--- config.mk ---
export PLATFORM = sky130hd
export DESIGN_NAME = instruction_loader
export DESIGN_NICKNAME = d
export VERILOG_FILES = /design/src/rtl/instruction_loader.sv
export SDC_FILE = /design/constraint.sdc
export NUM_CORES = 1
export LEC_CHECK = 0
export BUFFER_PORTS_ARGS = -buffer_cell sky130_fd_sc_hd__clkbuf_2
export CAP_MARGIN = 10
export CORE_ASPECT_RATIO = 1.2
export CORE_MARGIN = 8
export CORE_UTILIZATION = 47
export DETAILED_ROUTE_END_ITERATION = 6
export GPL_ROUTABILITY_DRIVEN = 0
export GPL_TIMING_DRIVEN = 0
export HOLD_SLACK_MARGIN = 0.12
export PLACE_DENSITY_LB_ADDON = 0.1
export SYNTH_ARGS = -nofsm -noshare
export SYNTH_HDL_FRONTEND = slang
export SYNTH_SLANG_ARGS = --single-unit
--- constraint.sdc ---
create_clock -name i_clock -period 2 [get_ports i_clock]
set_input_delay 0.1 -clock i_clock [delete_from_list [all_inputs] [get_ports i_clock]]
set_output_delay 0.1 -clock i_clock [all_outputs]
set_load 0.05 [all_outputs]
--- src/rtl/instruction_loader.sv ---
// Instruction loader: receives a program as a byte stream from a host link, packs the bytes
// big-endian into instruction words and writes them into instruction memory while holding
// the CPU fetch stage. A word of all ones ends the program. Loading past the last memory
// slot without seeing the marker ends the load with an error.
// Optional feature: define INSTR_LOADER_CHECKSUM_EN to expect one extra byte after the
// marker that must equal the XOR of every byte of the load.
module instruction_loader #(
  parameter int unsigned NB_INSTR           = 32,
  parameter int unsigned NB_BYTE            = 8,
  parameter int unsigned N_ADDR             = 2048,
  parameter int unsigned LOG2_N_INSMEM_ADDR = 11
) (
  input  logic                        i_clock,
  input  logic                        i_reset,
  input  logic                        i_start,
  input  logic [NB_BYTE-1:0]          i_byte,
  input  logic                        i_byte_valid,
  output logic                        o_byte_ready,
  output logic [31:0]                 o_mem_addr,
  output logic [NB_INSTR-1:0]         o_mem_data,
  output logic                        o_mem_wr_en,
  output logic                        o_cpu_hold,
  output logic                        o_done,
  output logic                        o_error,
  output logic [LOG2_N_INSMEM_ADDR:0] o_word_count
);

  localparam int unsigned BytesPerWord = NB_INSTR / NB_BYTE;
  localparam int unsigned ByteCntW     = (BytesPerWord > 1) ? $clog2(BytesPerWord) : 1;
  localparam int unsigned CntW         = LOG2_N_INSMEM_ADDR + 1;
  localparam logic [ByteCntW-1:0] LastByte = ByteCntW'(BytesPerWord - 1);
  localparam logic [CntW-1:0]     LastSlot = CntW'(N_ADDR - 1);

  typedef enum logic [1:0] {StIdle, StLoad, StCheck, StDone} state_e;

  state_e state_q, state_d;

  logic [ByteCntW-1:0] byte_cnt_q;
  logic [NB_INSTR-1:0] partial_q;
  logic [CntW-1:0]     word_count_q;
  logic [31:0]         mem_addr_q;
  logic [NB_INSTR-1:0] mem_data_q;
  logic                mem_wr_en_q;
  logic                error_q;

  logic                start_load;
  logic                accept;
  logic                load_accept;
  logic                check_accept;
  logic                word_done;
  logic                is_marker;
  logic                is_last_slot;
  logic                checksum_bad;
  logic [NB_INSTR-1:0] word_next;

  assign start_load   = i_start && ((state_q == StIdle) || (state_q == StDone));
  assign accept       = i_byte_valid && o_byte_ready;
  assign load_accept  = accept && (state_q == StLoad);
  assign check_accept = accept && (state_q == StCheck);
  assign word_next    = {partial_q[NB_INSTR-NB_BYTE-1:0], i_byte};
  assign word_done    = load_accept && (byte_cnt_q == LastByte);
  assign is_marker    = (word_next == {NB_INSTR{1'b1}});
  assign is_last_slot = (word_count_q == LastSlot);

`ifdef INSTR_LOADER_CHECKSUM_EN
  localparam state_e MarkerNext = StCheck;

  logic [NB_BYTE-1:0] checksum_q;

  // Running XOR of every byte accepted in LOAD, marker bytes included.
  always_ff @(posedge i_clock) begin
    if (i_reset) begin
      checksum_q <= '0;
    end else if (start_load) begin
      checksum_q <= '0;
    end else if (load_accept) begin
      checksum_q <= checksum_q ^ i_byte;
    end
  end

  assign checksum_bad = (i_byte != checksum_q);
`else
  localparam state_e MarkerNext = StDone;

  assign checksum_bad = 1'b0;
`endif

  // State register.
  always_ff @(posedge i_clock) begin
    if (i_reset) begin
      state_q <= StIdle;
    end else begin
      state_q <= state_d;
    end
  end

  // Next-state logic; i_start is only honoured from IDLE or DONE.
  always_comb begin
    state_d = state_q;
    unique case (state_q)
      StIdle: begin
        if (i_start) state_d = StLoad;
      end
      StLoad: begin
        if (word_done) begin
          if (is_marker) begin
            state_d = MarkerNext;
          end else if (is_last_slot) begin
            state_d = StDone;
          end
        end
      end
      StCheck: begin
        if (check_accept) state_d = StDone;
      end
      StDone: begin
        if (i_start) state_d = StLoad;
      end
      default: state_d = StIdle;
    endcase
  end

  // State-decoded outputs; the CPU is released only after a clean load.
  always_comb begin
    o_byte_ready = 1'b0;
    o_done       = 1'b0;
    o_cpu_hold   = 1'b1;
    unique case (state_q)
      StLoad, StCheck: o_byte_ready = 1'b1;
      StDone: begin
        o_done     = 1'b1;
        o_cpu_hold = error_q;
      end
      default: ;
    endcase
  end

  // Byte packing, memory write port and status flags.
  always_ff @(posedge i_clock) begin
    if (i_reset) begin
      byte_cnt_q   <= '0;
      partial_q    <= '0;
      word_count_q <= '0;
      mem_addr_q   <= '0;
      mem_data_q   <= '0;
      mem_wr_en_q  <= 1'b0;
      error_q      <= 1'b0;
    end else begin
      mem_wr_en_q <= 1'b0;
      if (start_load) begin
        byte_cnt_q   <= '0;
        partial_q    <= '0;
        word_count_q <= '0;
        error_q      <= 1'b0;
      end else if (load_accept) begin
        partial_q  <= word_next;
        byte_cnt_q <= (byte_cnt_q == LastByte) ? '0 : byte_cnt_q + 1'b1;
        if (word_done) begin
          mem_wr_en_q  <= 1'b1;
          mem_data_q   <= word_next;
          mem_addr_q   <= 32'(word_count_q) * BytesPerWord;
          word_count_q <= word_count_q + 1'b1;
          // Memory full without a marker: the program does not fit.
          if (!is_marker && is_last_slot) error_q <= 1'b1;
        end
      end else if (check_accept) begin
        error_q <= checksum_bad;
      end
    end
  end

  assign o_mem_addr   = mem_addr_q;
  assign o_mem_data   = mem_data_q;
  assign o_mem_wr_en  = mem_wr_en_q;
  assign o_error      = error_q;
  assign o_word_count = word_count_q;

endmodule

# After elaboration in Yosys (flattened, before gate mapping)
# Cells that the tools add are included.
[op_classes] add_sub_neg=2 reduce_logical=18 n_mux=15 order_cmp=0 div=0 n_eq_ne=12 multipliers=0 n_shift=0 bitwise=2
[op_table] op="32-bit equality test (second input constant)" count=1
[op_table] op="12-bit by 1-bit adder with 12-bit output (second input constant)" count=1
[op_table] op="12-bit by 11-bit equality test with 1-bit output (second input constant)" count=1
[op_table] op="2-bit two-way mux" count=6
[op_table] op="1-bit two-way mux" count=8
[op_table] op="2-bit equality test (second input constant)" count=3
[op_table] op="1-bit logical AND" count=6
[op_table] op="2-bit by 1-bit inequality test with 1-bit output (second input constant)" count=3
[op_table] op="2-bit case mux with 3 select lines" count=1
[op_table] op="3-bit AND reduction" count=2
[op_table] op="2-bit OR reduction" count=3
[op_table] op="2-bit inequality test (second input constant)" count=2
[op_table] op="4-bit AND reduction" count=1
[op_table] op="3-bit inequality test (second input constant)" count=1
[op_table] op="3-bit OR reduction" count=1
[op_table] op="2-bit by 1-bit adder with 2-bit output (second input constant)" count=1
[op_table] op="2-bit by 1-bit equality test with 1-bit output (second input constant)" count=1
[op_table] op="2-bit logical NOT" count=1
[op_table] op="1-bit inverter" count=2
[op_table] op="2-bit AND reduction" count=1
[op_table] op="2-bit nonzero test" count=1
[op_table] op="1-bit logical NOT" count=1
[op_table] op="1-bit logical OR" count=1
[word_totals] ramBits=0 out_inout_bits=81 latch_bits=0 n_memories=0 register_bits=86 mem_bits_ro=0 word_cells=57 in_bits=12

# Depth between registers and ports, before layout
# Gate-level depths: netlist of run 1.
[depth] depth_word=8 depth_mapped=8 mapped_depth_nobuf=7

# Least setup slack after synthesis of run 1
# OpenSTA, ideal clock, no wires.
[synth_timing] path_kind="register to register" from="register word_count_q[0] (netlist: o_word_count[0])" to="register state_q[1]" required_time_ns=1.877 synth_period_minus_slack_ns=2.169 path_buffers=0 arrival_time_ns=2.045 setup_time_ns=0.123 stages_incl_launch_ff=7 setup_slack_ns=-0.169 path_cell_list="dfxtp_1 > ha_1 > nand2_1 > or3_4 > o31ai_2 > o2bb2ai_2 > mux2_1"
[synth_via] elab_chain_len=3
[synth_lines] element="start, declared" line="40" text="logic [CntW-1:0] word_count_q;"
[synth_lines] element="start signal, assigned" line="162" text="word_count_q <= word_count_q + 1'b1;"
[synth_lines] element="12-bit by 11-bit equality test with 1-bit output" line="63" text="assign is_last_slot = (word_count_q == LastSlot);"
[synth_lines] element="3-bit inequality test (no line)"
[synth_lines] element="4-bit AND reduction (no line)"
[synth_lines] element="end signal, assigned" line="91" text="state_q <= StIdle;"
[synth_lines] element="end signal, assigned" line="93" text="state_q <= state_d;"
[synth_lines] element="end, declared" line="36" text="state_e state_q, state_d;"
# No other way between the ends.
# A chain may end at the register's enable or synchronous reset.

# Worst setup path in the final report of run 1
# Same ends and word-level chain as after synthesis.

==> results of run 1 <==
==> sequential cells by signal, indices dropped and copies added, names as in the netlist <==
register and flops:
o_mem_data 32, partial_q 24, o_mem_addr 12, o_word_count 12, byte_cnt_q 2, state_q 2, o_error 1, o_mem_wr_en 1
==> layout by cell type (no fill, tap or decap), drive strengths merged, types with 5 or more instances in the layout <==
cell type	count
buf	26
ha	5
nand2	150
a21oi	76
dfxtp	86
dlygate4sd3	9
nand4	13
conb	20
clkbuf	101
nor3	6
nor2	13
==> power by group through the flow <==
stage	clock network (mW)	logic (mW)	registers, mW
2_1_floorplan	0	0.568	1.82
3_3_place_gp	0	0.708	1.83
3_5_place_dp	0	0.717	1.84
4_1_cts	1.22	0.765	1.80
5_1_grt	1.29	0.865	1.81
6_report	1.17	0.794	1.80
==> area by class of cell <==
type | instances | share of cell area [%]
multi-input cells | 314 | 35.7
clock buffers | 11 | 3.30
clock inverters | 4 | 1.11
flip-flops and latches | 86 | 40.4
inverters | 4 | 0.350
plain buffers | 43 | 5.84
repair buffers | 82 | 10.7
well taps | 90 | 2.63
==> path summary, 6_finish.rpt <==
check | startpoint | endpoint | slack [ns]
worst min register to register | o_mem_data[16] | o_mem_data[16] | 0.46
worst max register to register | o_word_count[0] | state_q[1] | 0.1
worst max-delay path | o_word_count[0] | state_q[1] | 0.1
worst min-delay path | i_byte_valid | o_error | 0.17
==> routing by layer <==
layer | track usage, % | vias up | wire length (um)
met5 | 0 | - | 0
met4 | 7.04 | 0 | 111
met3 | 5.92 | 11 | 573
met2 | 30.1 | 92 | 4370
met1 | 18.7 | 1424 | 3450
li1 | - | 1587 | -
==> cell families after synthesis <==
family / synth area share (%)
xor gates and xnor gates: 2.07
buffers and inverters: 7.60
DFF: 50.8
and+or+nand+nor: 24.3
adders and majority gates: 1.84
AOI/OAI and AO/OA: 13.0
other: 0.111
muxes: 0.332
==> critical path, delay by kind of cell (launching register included) <==
family                   cells  cell delay [ns]
multiplexers                 1             0.33
AND/OR/NAND/NOR              2             0.54
adder cells (fa/ha/maj)      1             0.21
AO/OA/AOI/OAI                2             0.33
flip-flops                   1             0.38
==> timing repair <==
| item | 4_1_cts | 5_1_grt |
|---|---|---|
| hold endpoints to repair | 17 | 0 |
| gates resized for setup | 12 | 5 |
| setup endpoints to repair | 51 | 41 |
| pin swaps | 0 | 2 |
| hold buffers | 9 | 0 |
| setup buffers | 0 | 1 |
==> through the flow <==
stage / TNS (ns) / worst slack (ns) / utilization (%) / hold WS (ns)
2_1_floorplan: 0 / 0.0250 / - / 0.236
3_3_place_gp: -5.57 / -0.196 / 55.5 / 0.363
3_5_place_dp: -7.31 / -0.214 / 55.5 / 0.371
4_1_cts: 0 / 0.00870 / 60.0 / 0.140
5_1_grt: 0 / 0.0158 / 60.3 / 0.165
6_report: 0 / 0.0952 / 60.3 / 0.167
==> impl_results.md, run 1 <==
- Root Buffer: clkbuf_8
- Critical Path, Cell by Cell: ha_2 > nand2_1 > or3_4 > o31ai_4 > o2bb2ai_2 > mux2_1
- Total grt overflow: 0
- Remaining DRCs: 0
- Post-route cell area: 4280 um2
- Post-synthesis cell area: 3390 um2
- Fmax: 525 MHz
- Total wire length: 8.50 mm
- CP max FO: 5
- Port bufs: 72
- Post-layout min period: 1.90 ns
- Fillcell total: 715
- 1st-iter DRT viols: 153
- Die area: 10200 um2
- I/O pins: 93
- Vias per cell: 4.91
- Area occupied by multi-input gates: 1530 um2
- TritonCTS clock tree: done
- Placed cell count: 609
- Synth warn: 0
- Total CTS buffers: 9
- Core ar.: 7100 um2
- DRT antenna net count: 0
- Final period util: 95.2%
- Worst Tran Pin Value: 0.531 ns
- Fin nets: 557
- Critical path launch point type: register
- First-pass GRT wire length: 14.1 mm
- Syn Area/Cell: 7.93 um2
- Placed Area: 3940 um2
- Sw frac: 31.1%
- Row cnt: 34
- Hold path cells: 4
- Share of flip-flops with an asynchronous set or reset: 0%
- Synthesized instance count: 428
- Layout cells sized above 1: 25.2%
- Tightest Hold Check Type: input pin to register
- CTS sink cnt: 86
- Dominant cell type by area after synthesis: dfxtp_1
- LEAKAGE: 1.68 nW
- Chip Width: 93.6 um
- Seq/Total Area, Yosys: 50.8%
- Combinational share of power: 21.0%
- Crit path required time: 2.23 ns
- HPWL Detailed: 6.32 mm
- Via count: 3114
- Clock share of power: 31.1%
- Yosys top cell area share: 50.8%
- Top-count cell post-synth: nand2_1
- Share of power burned in registers: 47.8%
- Critical Path End Type: register
- Normalized max-slew margin: 64.6%
- Largest stage delay, worst path: 0.44 ns
- Drt pass-1 iters: 4
- Status: finished, final reports clean
- Setup Skew: 0.00991 ns
- VDD IR-drop max: 560 uV
- DR WL/cell: 13.4 um
- Synth cell types: 29
- RSZ-0062 raised after global routing: no
- Ant. Diodes: 0
- Critical-path cell with the highest stage delay: or3_4
- Dominant synthesized flop cell: dfxtp_1
- Largest net degree at the start of global routing: 14
- EDFF count, synth: 0
- Via count of the first global-routing pass: 3072
- Switching power: 1.17 mW
- Synth area leaders: dfxtp_1, nand2_1, a21oi_1
- PD cells: 880 nW/um2
- Tot Pwr: 3.77 mW
- P_int: 2.60 mW
- Setup violators final: 0
- Die Y: 109 um
- Initial antenna violation count: 0
- Worst-path clk slew: 0.07 ns
- Area grow syn2layout: 26.3%
- Most instantiated cells after synthesis: nand2_1, dfxtp_1, a21oi_1
- Starting Density: 47.7%
- Max Transition Viols Final: 0
- CTS H-tree depth: 3
- Flops & latches, synth: 86
- Fin. Hold Viols: 0
- Maxcap violations: 0
- Worst-skew pair later-pin latency: 0.35 ns
- Non-Filler Instances: 634
- Max Root-Sink Buffers: 2
- R2R depth: 6
- GR Util All Layers: 17.2%
- Critical Path AT: 2.13 ns
- WS Path Type: register to register
- Register area: 1730 um2
Power figures use the tool's default switching activity.
==> inputs of run 2 (changes only) <==
--- a/config.mk
+++ b/config.mk
@@ -8,7 +8,7 @@
 export BUFFER_PORTS_ARGS = -buffer_cell sky130_fd_sc_hd__clkbuf_2
 export CAP_MARGIN = 10
 export CORE_ASPECT_RATIO = 1.2
-export CORE_MARGIN = 8
+export CORE_MARGIN = 4
 export CORE_UTILIZATION = 47
 export DETAILED_ROUTE_END_ITERATION = 6
 export GPL_ROUTABILITY_DRIVEN = 0
==> run 2 against run 1 <==
Total power grew 0.65%; non-clock buffer count up 2; count of clock-buffer cells in the layout did not move; worst hold slack better by 0.0057 ns; global-route usage is 2.7 points higher; maximum frequency grew 0.73%; sequential power hardly changed; routed wire length fell by 3.1%; first-iteration DRC count fell by 12%; clock skew down 0.00091 ns; cell count is 0.16% lower; register-to-register slack is essentially flat; critical path type unchanged; critical endpoint unchanged; largest power group unchanged.
==> impl_results.md, run 2 (synthesis results as in run 1) <==
- Via count: 3127 (+0.42%)
- Crit path required time: 2.23 ns (about the same)
- First-pass GRT wire length: 14.0 mm (-1.2%)
- Largest stage delay, worst path: 0.43 ns (about the same)
- Max Root-Sink Buffers: 2 (unchanged)
- Remaining DRCs: 0 (unchanged)
- Port bufs: 72 (unchanged)
- Via count of the first global-routing pass: 3013 (-1.9%)
- Total wire length: 8.24 mm (-3.1%)
- CTS sink cnt: 86 (unchanged)
- Die Y: 101 um (-7.3%)
- Total CTS buffers: 9 (unchanged)
- Critical Path AT: 2.12 ns (about the same)
- VDD IR-drop max: 840 uV (+50%)
- CP max FO: 5 (unchanged)
- Fin nets: 559 (+0.36%)
- Area grow syn2layout: 26.7%
- Drt pass-1 iters: 4 (unchanged)
- Vias per cell: 4.94 (+0.58%)
- Initial antenna violation count: 0 (unchanged)
- Root Buffer: clkbuf_8
- RSZ-0062 raised after global routing: no
- Critical-path cell with the highest stage delay: or3_4
- Most frequent cells in the layout: nand2_1, dfxtp_1, clkbuf_2
- Critical path launch point type: register
- GR Util All Layers: 19.9% (+2.7 points)
- Placed cell count: 606 (-0.49%)
- Ant. Diodes: 0 (unchanged)
- Critical Path, Cell by Cell: ha_2 > nand2_1 > or3_4 > o31ai_4 > o2bb2ai_2 > mux2_1
- Layout cells sized above 1: 25.5% (+0.27 points)
- Tot Pwr: 3.80 mW (+0.65%)
- Fillcell total: 684 (-4.3%)
- TritonCTS clock tree: done
- Worst Tran Pin Value: 0.555 ns (+0.0249 ns)
- LEAKAGE: 1.69 nW (+0.57%)
- Die area: 8650 um2 (-15%)
- Worst-path clk slew: 0.09 ns (+0.02 ns)
- CTS H-tree depth: 3 (unchanged)
- Non-Filler Instances: 633 (-0.16%)
- Core ar.: 6940 um2 (-2.4%)
- HPWL Detailed: 5.99 mm (-5.3%)
- PD cells: 883 nW/um2 (+0.33%)
- Max reg flops: 32 (unchanged)
- Worst-skew pair later-pin latency: 0.34 ns (about the same)
- Total grt overflow: 0 (unchanged)
- Critical Path End Type: register
- Tightest Hold Check Type: input pin to register
- Fmax: 529 MHz (+0.73%)
- Setup Skew: 0.00900 ns (-0.000911 ns)
- Commonest non-fill, non-tap cell in the layout: nand2_1
- Normalized max-slew margin: 63.0% (-1.7 points)
- Maxcap violations: 0 (unchanged)
- Chip Width: 85.6 um (-8.6%)
- DR WL/cell: 13.0 um (-2.9%)
- Status: finished, final reports clean
- Row cnt: 33 (-2.9%)
- Post-layout min period: 1.89 ns (-0.0138 ns)
- 1st-iter DRT viols: 135 (-12%)
- Largest net degree at the start of global routing: 14 (unchanged)
- I/O pins: 93 (unchanged)
- Fin. Hold Viols: 0 (unchanged)
- Setup violators final: 0 (unchanged)
- Max Transition Viols Final: 0 (unchanged)
- WS Path Type: register to register
- DRT antenna net count: 0 (unchanged)
- Starting Density: 48.9% (+1.2 points)
- Final period util: 94.6% (-0.69 points)
run 2: stage by stage:
step | area [um2] | utilization, % | TNS [ns] | hold slack (ns) | setup slack, ns
floorplan | 3470 | - | 0 | 0.236 | 0.0250
global placement | 3940 | 56.8 | -5.54 | 0.364 | -0.190
detailed placement | 3940 | 56.8 | -8.76 | 0.362 | -0.266
CTS | 4270 | 61.6 | 0 | 0.154 | 0.00321
global route | 4300 | 62.0 | 0 | 0.201 | 0.0138
finish | 4300 | 62.0 | 0 | 0.173 | 0.109
run 2: what timing repair did:
action,CTS,global route
buffers inserted,2,1
resized for setup,11,8
hold endpoints to repair,17,0
hold buffers,9,0
endpoints found under the setup margin,51,47
pin swaps,1,1
run 2: per-layer routing:
layer	track usage, %	routed length [um]
met1	24.6	3450
met5	0	0
met2	34.7	4220
met3	2.94	476
met4	8.04	96
run 2: path summary, 6_finish.rpt:
| path | startpoint | endpoint | slack, ns | cells past startpoint |
|---|---|---|---|---|
| setup / recovery | o_word_count[0] | state_q[1] | 0.11 | 6 |
| hold / removal | i_byte_valid | o_error | 0.17 | 4 |
| setup reg to reg | o_word_count[0] | state_q[1] | 0.11 | 6 |
| hold reg to reg | o_mem_addr[12] | o_mem_addr[12] | 0.45 | 2 |
run 2: layout make-up:
type | instances | area [um2] | area share [%]
Buffer | 43 | 250 | 5.82
Clock buffer | 11 | 141 | 3.29
Clock inverter | 4 | 47.5 | 1.11
Inverter | 4 | 15.0 | 0.349
Multi-Input combinational cell | 314 | 1530 | 35.6
Sequential cell | 86 | 1730 | 40.3
Tap cell | 87 | 109 | 2.53
Timing Repair Buffer | 84 | 473 | 11.0
run 2: critical path, delay by kind of cell (launching register included):
kind	cells	cell delay [ns]
AND/OR/NAND/NOR	2	0.53
multiplexers	1	0.34
AO/OA/AOI/OAI	2	0.32
adder cells (fa/ha/maj)	1	0.20
flip-flops	1	0.38
run 2: report_power, final:
part	switching (mW)	internal (mW)
logic	0.556	0.256
registers	0.0465	1.75
clock network	0.581	0.601
total	1.18	2.61
==> inputs of run 3 (changes only) <==
--- a/config.mk
+++ b/config.mk
@@ -7,7 +7,6 @@
 export LEC_CHECK = 0
 export BUFFER_PORTS_ARGS = -buffer_cell sky130_fd_sc_hd__clkbuf_2
 export CAP_MARGIN = 10
-export CORE_ASPECT_RATIO = 1.2
 export CORE_MARGIN = 4
 export CORE_UTILIZATION = 47
 export DETAILED_ROUTE_END_ITERATION = 6
==> run 3 against run 2 <==
Utilization rose by 0.72 points; sequential power about the same; cell count is 1.6% higher; via count down 2.0%; count of clock-buffer cells in the layout shrank 1; non-clock buffer count stayed put; worst hold slack worse by 0.0093 ns; global-route usage down 0.98 points; clock power increased by 6%; total power increased by 1.2%; flip-flop and latch count did not move; critical path type unchanged; largest cell class unchanged.
==> impl_results.md, run 3 (synthesis results as in run 1) <==
- Tightest Hold Check Type: input pin to register
- GR peak layer: met2
- Max Root-Sink Buffers: 2 (unchanged)
- Vias per cell: 4.77 (-3.5%)
- Met3 GRT Util: 2.92% (-0.019 points)
- PD cells: 887 nW/um2 (+0.42%)
- GR Util All Layers: 19.0% (-0.98 points)
- Row cnt: 30 (-9.1%)
- Fmax: 525 MHz (-0.75%)
- Largest stage delay, worst path: 0.44 ns (about the same)
- Max Transition Viols Final: 0 (unchanged)
- Fin. Hold Viols: 0 (unchanged)
- Grt met2 use: 29.7% (-5.0 points)
- Worst-path clk slew: 0.08 ns (about the same)
- Die area: 8640 um2 (about the same)
- Non-Filler Instances: 643 (+1.6%)
- I/O pins: 93 (unchanged)
- Placed Area: 3950 um2 (+0.29%)
- Max reg flops: 32 (unchanged)
- Die Y: 93.0 um (-8.0%)
- Total CTS buffers: 9 (unchanged)
- Final period util: 95.3% (+0.71 points)
- Worst-skew pair later-pin latency: 0.35 ns (about the same)
- Remaining DRCs: 0 (unchanged)
- Via count of the first global-routing pass: 2787 (-7.5%)
- WS Path Type: register to register
- Register area: 1730 um2 (-0.14%)
- CP max FO: 5 (unchanged)
- Status: finished, final reports clean
- HPWL Detailed: 5.79 mm (-3.2%)
- Core ar.: 6910 um2 (-0.43%)
- Area occupied by multi-input gates: 1530 um2 (+0.16%)
- Maxcap violations: 0 (unchanged)
- Critical path launch point type: register
- Setup Skew: 0.0111 ns (+0.00208 ns)
- Port bufs: 72 (unchanged)
- Layout cells sized above 1: 25.6% (+0.14 points)
- Critical-path cell with the highest stage delay: or3_4
- LEAKAGE: 1.70 nW (+0.31%)
- Total wire length: 8.06 mm (-2.2%)
- Most frequent cells in the layout: nand2_1, dfxtp_1, clkbuf_2
- CTS H-tree depth: 3 (unchanged)
- Initial antenna violation count: 0 (unchanged)
- Starting Density: 49.1% (+0.21 points)
- Ant. Diodes: 0 (unchanged)
- Critical Path AT: 2.14 ns (+0.02 ns)
- Root Buffer: clkbuf_8
- RSZ-0062 raised after global routing: no
- Commonest non-fill, non-tap cell in the layout: nand2_1
- Normalized max-slew margin: 62.8% (-0.17 points)
- Drt pass-1 iters: 4 (unchanged)
- Fin nets: 559 (unchanged)
- VDD IR-drop max: 555 uV (-34%)
- Fillcell total: 682 (-0.29%)
- Total grt overflow: 0 (unchanged)
- Largest net degree at the start of global routing: 16 (+2)
- Critical Path, Cell by Cell: ha_2 > nand2_1 > or3_4 > o31ai_4 > o2bb2ai_2 > mux2_1
- First-pass GRT wire length: 13.2 mm (-5.7%)
- Area grow syn2layout: 27.6%
- DR WL/cell: 12.5 um (-3.8%)
- Setup violators final: 0 (unchanged)
- Critical Path End Type: register
- CTS sink cnt: 86 (unchanged)
- Via count: 3065 (-2.0%)
- Setup TNS: 0 ns (unchanged)
- Crit path required time: 2.23 ns (about the same)
- Chip Width: 93.0 um (+8.7%)
- GR Layer Usage met1: 26.1% (+1.4 points)
- Placed cell count: 615 (+1.5%)
- Worst Tran Pin Value: 0.558 ns (+0.00256 ns)
- TritonCTS clock tree: done
- DRT antenna net count: 0 (unchanged)
- Post-route cell area: 4330 um2 (+0.73%)
- 1st-iter DRT viols: 153 (+13%)
- Post-layout min period: 1.91 ns (+0.0142 ns)
[run 3: metal layers]
metal | part of all wire, % | vias to the layer above
li1 | - | 1595
met1 | 48 | 1392
met2 | 46 | 72
met3 | 5.2 | 6
met4 | 0.69 | 0
met5 | 0 | -
[run 3: cell type report]
| class | instances | area share [%] |
|---|---|---|
| repair buffers | 84 | 10.9 |
| inverters | 4 | 0.347 |
| clock inverters | 6 | 1.65 |
| flip-flops and latches | 86 | 40.0 |
| well taps | 96 | 2.77 |
| plain buffers | 43 | 5.78 |
| multi-input cells | 314 | 35.4 |
| clock buffers | 10 | 3.18 |
[run 3: per-stage QoR]
stage               power, mW  setup slack, ns  utilization (%)  hold WS, ns
detailed placement       2.55           -0.230             57.2        0.366
finish                   3.84           0.0948             62.7        0.163
floorplan                2.39           0.0250                -        0.236
global route             4.02           0.0144             62.7        0.192
global placement         2.54           -0.196             57.2        0.362
CTS                      3.84          0.00639             62.1        0.144
[run 3: repair_timing]
| action | 4_1_cts | 5_1_grt |
|---|---|---|
| pin swaps | 0 | 2 |
| setup buffers | 0 | 3 |
| resized for setup | 11 | 6 |
| endpoints found under the hold margin | 17 | 0 |
| cloned | 0 | 0 |
| setup endpoints to repair | 51 | 50 |
| hold buffers | 9 | 0 |
[run 3: power breakdown]
| group | switching, mW | total [mW] | internal [mW] | leakage (nW) |
|---|---|---|---|---|
| combinational | 0.545 | 0.788 | 0.242 | 0.904 |
| sequential | 0.0486 | 1.80 | 1.76 | 0.697 |
| clock | 0.630 | 1.25 | 0.617 | 0.0987 |
| total | 1.22 | 3.84 | 2.62 | 1.70 |
[run 3: path summary, 6_finish.rpt]
check | startpoint | endpoint | slack [ns] | cells past startpoint
worst min register to register | o_mem_addr[4] | o_mem_addr[4] | 0.46 | 2
worst max register to register | o_word_count[0] | state_q[1] | 0.09 | 6
worst max-delay path | o_word_count[0] | state_q[1] | 0.09 | 6
worst min-delay path | i_byte_valid | o_error | 0.16 | 4
[run 3: worst max-delay path: cells and delay by family (launching register included)]
kind | cells | cell delay (ns)
AOI/OAI and AO/OA | 2 | 0.33
and+or+nand+nor | 2 | 0.54
adders and majority gates | 1 | 0.20
muxes | 1 | 0.34
DFF | 1 | 0.38
